==> config.mk <==
export PLATFORM = sky130hd
export DESIGN_NAME = sbqm_sensor_conditioner_flat
export DESIGN_NICKNAME = d
export VERILOG_FILES = /design/src/rtl/sbqm_sensor_conditioner_if.sv /design/src/rtl/sbqm_sensor_conditioner.sv /design/src/flat_wrapper.sv
export SDC_FILE = /design/constraint.sdc
export NUM_CORES = 1
export LEC_CHECK = 0
export ABC_AREA = 1
export BUFFER_PORTS_ARGS = -buffer_cell sky130_fd_sc_hd__buf_2
export CAP_MARGIN = 20
export CORE_ASPECT_RATIO = 0.9
export CORE_MARGIN = 10
export CORE_UTILIZATION = 32
export CTS_CLUSTER_DIAMETER = 30
export CTS_CLUSTER_SIZE = 25
export DETAILED_ROUTE_END_ITERATION = 10
export PLACE_DENSITY_LB_ADDON = 0.25
export SETUP_SLACK_MARGIN = 0.05
export SLEW_MARGIN = 20
export SYNTH_ARGS = -nofsm -noshare
export SYNTH_HDL_FRONTEND = slang
export SYNTH_SLANG_ARGS = --single-unit
==> constraint.sdc <==
create_clock -name clk -period 2.3 [get_ports clk]
set_input_delay 0.69 -clock clk [delete_from_list [all_inputs] [get_ports clk]]
set_output_delay 0.69 -clock clk [all_outputs]
set_load 0.03 [all_outputs]
==> src/rtl/sbqm_sensor_conditioner_if.sv <==
// Sensor-side and Unit-side signals of the queue sensor conditioner.
// The conditioner is the slave; the sensors plus Unit form the master.
interface sbqm_sensor_conditioner_if;
  logic backRaw;
  logic frontRaw;
  logic fullFlag;
  logic emptyFlag;
  logic upSignal;
  logic downSignal;
  logic rejectUp;
  logic rejectDown;
  logic backStable;
  logic frontStable;

  modport master (
    output backRaw, frontRaw, fullFlag, emptyFlag,
    input  upSignal, downSignal, rejectUp, rejectDown, backStable, frontStable
  );

  modport slave (
    input  backRaw, frontRaw, fullFlag, emptyFlag,
    output upSignal, downSignal, rejectUp, rejectDown, backStable, frontStable
  );
endinterface

==> src/rtl/sbqm_sensor_conditioner.sv <==
// Synchronises, debounces and edge-detects the back/front queue sensors, then
// arbitrates the resulting enter/leave events against the Unit full/empty flags.
module sbqm_sensor_conditioner #(
  parameter int unsigned DB_CYCLES = 16
) (
  input logic                     clk,
  input logic                     reset,
  sbqm_sensor_conditioner_if.slave bus
);
  localparam int unsigned CNT_W = 8;
  localparam int unsigned NCH   = 2;
  localparam logic [CNT_W-1:0] CNT_LAST = CNT_W'(DB_CYCLES - 1);

  if (DB_CYCLES < 2 || DB_CYCLES > 255) begin : g_bad_db_cycles
    $error("sbqm_sensor_conditioner: DB_CYCLES must be in 2..255");
  end

  // Channel 0 is the back (entry) sensor, channel 1 the front (teller) sensor.
  logic [NCH-1:0]   s1;
  logic [NCH-1:0]   s2;
  logic [NCH-1:0]   st;
  logic [NCH-1:0]   st_d;
  logic [CNT_W-1:0] cnt [NCH];

  logic pend_up;
  logic up_q;
  logic dn_q;
  logic rju_q;
  logic rjd_q;

  logic [NCH-1:0] ev;
  logic up_ok;
  logic dn_ok;
  logic up_nxt;
  logic dn_nxt;
  logic rju_nxt;
  logic rjd_nxt;
  logic pend_nxt;

  assign ev    = st & ~st_d;
  assign up_ok = ev[0] & ~bus.fullFlag;
  assign dn_ok = ev[1] & ~bus.emptyFlag;

  // Down wins a tie so a full queue can make room before the deferred entry.
  always_comb begin
    up_nxt   = 1'b0;
    dn_nxt   = 1'b0;
    rju_nxt  = 1'b0;
    rjd_nxt  = 1'b0;
    pend_nxt = 1'b0;
    if (pend_up) begin
      up_nxt = 1'b1;
    end else begin
      rju_nxt = ev[0] & bus.fullFlag;
      rjd_nxt = ev[1] & bus.emptyFlag;
      if (up_ok && dn_ok) begin
        dn_nxt   = 1'b1;
        pend_nxt = 1'b1;
      end else begin
        up_nxt = up_ok;
        dn_nxt = dn_ok;
      end
    end
  end

  always_ff @(posedge clk) begin
    if (!reset) begin
      s1      <= '0;
      s2      <= '0;
      st      <= '0;
      st_d    <= '0;
      for (int i = 0; i < NCH; i++) cnt[i] <= '0;
      pend_up <= 1'b0;
      up_q    <= 1'b0;
      dn_q    <= 1'b0;
      rju_q   <= 1'b0;
      rjd_q   <= 1'b0;
    end else begin
      s1   <= {bus.frontRaw, bus.backRaw};
      s2   <= s1;
      st_d <= st;
      // Any sample agreeing with the stable level restarts the count.
      for (int i = 0; i < NCH; i++) begin
        if (s2[i] == st[i]) begin
          cnt[i] <= '0;
        end else if (cnt[i] == CNT_LAST) begin
          st[i]  <= s2[i];
          cnt[i] <= '0;
        end else begin
          cnt[i] <= cnt[i] + CNT_W'(1);
        end
      end
      pend_up <= pend_nxt;
      up_q    <= up_nxt;
      dn_q    <= dn_nxt;
      rju_q   <= rju_nxt;
      rjd_q   <= rjd_nxt;
    end
  end

  assign bus.upSignal    = up_q;
  assign bus.downSignal  = dn_q;
  assign bus.rejectUp    = rju_q;
  assign bus.rejectDown  = rjd_q;
  assign bus.backStable  = st[0];
  assign bus.frontStable = st[1];
endmodule

==> src/flat_wrapper.sv <==
// flat-port wrapper written by rule: the top's interface ports become plain ports
module sbqm_sensor_conditioner_flat 
#(
  parameter int unsigned DB_CYCLES = 16
)
  (clk, reset, bus_backRaw, bus_frontRaw, bus_fullFlag, bus_emptyFlag, bus_upSignal, bus_downSignal, bus_rejectUp, bus_rejectDown, bus_backStable, bus_frontStable);
  sbqm_sensor_conditioner_if bus_i ();
  input logic clk;
  input logic reset;
  input wire logic [$bits(bus_i.backRaw)-1:0] bus_backRaw;
  input wire logic [$bits(bus_i.frontRaw)-1:0] bus_frontRaw;
  input wire logic [$bits(bus_i.fullFlag)-1:0] bus_fullFlag;
  input wire logic [$bits(bus_i.emptyFlag)-1:0] bus_emptyFlag;
  output wire logic [$bits(bus_i.upSignal)-1:0] bus_upSignal;
  output wire logic [$bits(bus_i.downSignal)-1:0] bus_downSignal;
  output wire logic [$bits(bus_i.rejectUp)-1:0] bus_rejectUp;
  output wire logic [$bits(bus_i.rejectDown)-1:0] bus_rejectDown;
  output wire logic [$bits(bus_i.backStable)-1:0] bus_backStable;
  output wire logic [$bits(bus_i.frontStable)-1:0] bus_frontStable;
  assign bus_i.backRaw = bus_backRaw;
  assign bus_i.frontRaw = bus_frontRaw;
  assign bus_i.fullFlag = bus_fullFlag;
  assign bus_i.emptyFlag = bus_emptyFlag;
  assign bus_upSignal = bus_i.upSignal;
  assign bus_downSignal = bus_i.downSignal;
  assign bus_rejectUp = bus_i.rejectUp;
  assign bus_rejectDown = bus_i.rejectDown;
  assign bus_backStable = bus_i.backStable;
  assign bus_frontStable = bus_i.frontStable;
  sbqm_sensor_conditioner #(.DB_CYCLES(DB_CYCLES)) u_core (.clk(clk), .reset(reset), .bus(bus_i));
endmodule
==> flow_summary_export.csv <==
group,metric,value,unit
clock_tree,clock_path_buffers,2,
synthesis,seq_area_frac_synth,52.95,%
synthesis,yosysWarnings,0,
final_layout,final_nets,217,
clock_tree,clkTransAtPathRegs,0.07,ns
synthesis,ys_seq_elements,29,
floorplanning,coreArea,4156,um^2
placement,gp_congestion,0.7657,
clock_tree,post_cts_resized,0,
critical_path,cp_max_fo,6,
drt,firstDrtPassIters,4,
clock_tree,numCtsBuffers,5,
synthesis,ys_types,21,
sta,skew,0.008080,ns
run,maxCapViolCount,0,
drt,drc_errors,0,
placement,dp.cells,262,
final_layout,design_area,1660,um^2
placement,dp_worst_setup_slack,0.6770,ns
critical_path,crit_path_start_kind,"register",
global_route,grt_max_degree,15,
final_layout,area_growth,18.69,%
final_layout,antennaDiodeCount,0,
critical_path,rr_worst_depth,4,
sta,setup_tns,0,ns
critical_path,worst_setup_path_end_kind,"output pin",
drt,viasPerCell,4.052,
sta,setup_viol,0,
critical_path,required,1.61,ns
critical_path,worst_path_max_delay_cell,"dfxtp_1",
critical_path,path_buf_inv,1,
final_layout,fin_util,39.95,%
floorplanning,ios,12,
min_path,hold_path_end,"u_core.s2[1]",
clock_tree,insertion_delay,0.28,ns
global_route,grt_pass1_wl,4264,um
sta,rsz0062_at_grt,"false",
drt,finalWirelength,2527,um
min_path,whs_path_depth,2,
synthesis,synth_area_per_cell,7.903,um^2
critical_path,cpPeakStageDelay,0.42,ns
clock_tree,cts_setup_buffers,0,
sta,min_period,1.636,ns
clock_tree,cts_tree,"built",
drt,wire_per_inst,9.359,um
outcome,status,"finished, final reports clean",
floorplanning,fp.dieW,89.69,um
clock_tree,cts_max_level,2,
pwr,peakVddDrop,324.0,uV
floorplanning,fp.dieArea,7420,um^2
critical_path,cp_cell_sequence,"buf_2",
critical_path,r2r_slack,0.88,ns
floorplanning,initial_utilization,33.65,%
global_route,grt_pass1_vias,974,
critical_path,cp.arrival,0.95,ns
min_path,min_path_type,"register to register",
min_path,hp-start,"u_core.s1[1]",
critical_path,r2r_end,"u_core.cnt[0][7]",
global_route,track_usage,7.761,%
pwr,power_density,620.5,nW/um^2
sta,report.final.hold_viol_count,0,
sta,drv_slew,0,
final_layout,fillers,442,
clock_tree,cts-root-buf,"clkbuf_8",
sta,fmax,611.1,MHz
drt,drt_iter0_drc,24,
clock_tree,clock_sinks,29,
pwr,leakagePower,0.7765,nW
drt,vias,1094,
clock_tree,hold_buffers,0,
drt,antenna_left,0,
placement,place_area,1578,um^2
critical_path,cp_top_family,"flip-flops",
placement,place_hpwl,1905,um
pwr,power,1.030,mW
final_layout,finalNonFillerCells,270,
sta,period_share,71.15,%
global_route,antenna_found_initial,0,
critical_path,criticalPathCategory,"register to output pin",
placement,portBuffers,11,
final_layout,drive_gt1_share,10.95,%
critical_path,crit-reg2reg-launch,"u_core.cnt[0][0]",
synthesis,syn_inst,177,
floorplanning,fp-row-count,22,
global_route,grt_overflow_total,0,
synthesis,syn-cell-area,1399,um^2
sta,holdWs,0.4045,ns
floorplanning,die_h,82.73,um
sta,fin_ws,0.6637,ns
layout make-up:
| cell class | count | area [um^2] | area share (%) |
|---|---|---|---|
| multi-input cells | 132 | 594.3 | 35.80 |
| clock buffers | 6 | 72.57 | 4.371 |
| flip-flops and latches | 29 | 740.7 | 44.61 |
| inverters | 30 | 112.6 | 6.782 |
| clock inverters | 2 | 10.01 | 0.6029 |
| repair buffers | 11 | 55.05 | 3.316 |
| well taps | 60 | 75.07 | 4.521 |
kinds of logic after synthesis:
group	share of synthesized area, %
AOI/OAI and AO/OA	4.830
other	0.2681
DFF	52.95
buffers and inverters	8.587
xor gates and xnor gates	1.252
and+or+nand+nor	30.32
adders and majority gates	1.789
layout by cell type (no fill, tap or decap), drive strengths merged, types with 5 or more instances in the layout:
cell type / count
a21oi: 7
clkbuf: 6
conb: 16
buf: 11
nand3: 10
nor2: 34
inv: 30
dfxtp: 13
edfxtp: 16
nand2: 46
o21ai: 5
layer usage:
metal,GRT usage [%],part of all wire [%],vias up
met5,0,0,-
met4,4.921,2.2,0
met3,4.110,7.4,5
met2,11.16,42,19
met1,8.872,48,467
li1,-,-,603
report_power, final:
group	total, mW	switching, mW	internal [mW]	leakage [nW]
sequential	0.577	0.0148	0.563	0.271
combinational	0.0511	0.0332	0.0179	0.461
clock	0.402	0.193	0.209	0.0450
total	1.03	0.241	0.789	0.777
worst max path at each step:
stage                            start               end  slack [ns]  cells after the start
after floorplan                  reset  u_core.cnt[1][5]        1.03                      5
after global placement           reset  u_core.cnt[0][5]        0.76                      7
after detailed placement         reset  u_core.cnt[0][7]        0.68                      5
after CTS                 u_core.st[1]   bus_frontStable        0.64                      1
after global routing      u_core.st[1]   bus_frontStable        0.60                      1
final                     u_core.st[1]   bus_frontStable        0.66                      1
sequential cells by signal, summed over array words and instances, names as in the netlist, 2 cells and up:
register	count
u_core.st_d	2
u_core.s1	2
u_core.st	2
u_core.s2	2
u_core.cnt	16
Yosys cell counts, drive strengths merged:
library cell | n | area share [%]
conb | 1 | 0.27
a21oi | 7 | 2.5
ha | 2 | 1.8
edfxtp | 16 | 34
nor4 | 1 | 0.45
buf | 1 | 0.54
nand2 | 46 | 12
nor2 | 34 | 9.3
o21ai | 5 | 2.3
nand3 | 10 | 4.3
nand4 | 3 | 1.3
inv | 30 | 8.1
nand3b | 1 | 0.54
or2 | 2 | 0.89
dfxtp | 13 | 19
xnor2 | 2 | 1.3
and2 | 1 | 0.45
nor3 | 2 | 0.72
Note: power is estimated with default switching activity, not from simulation.
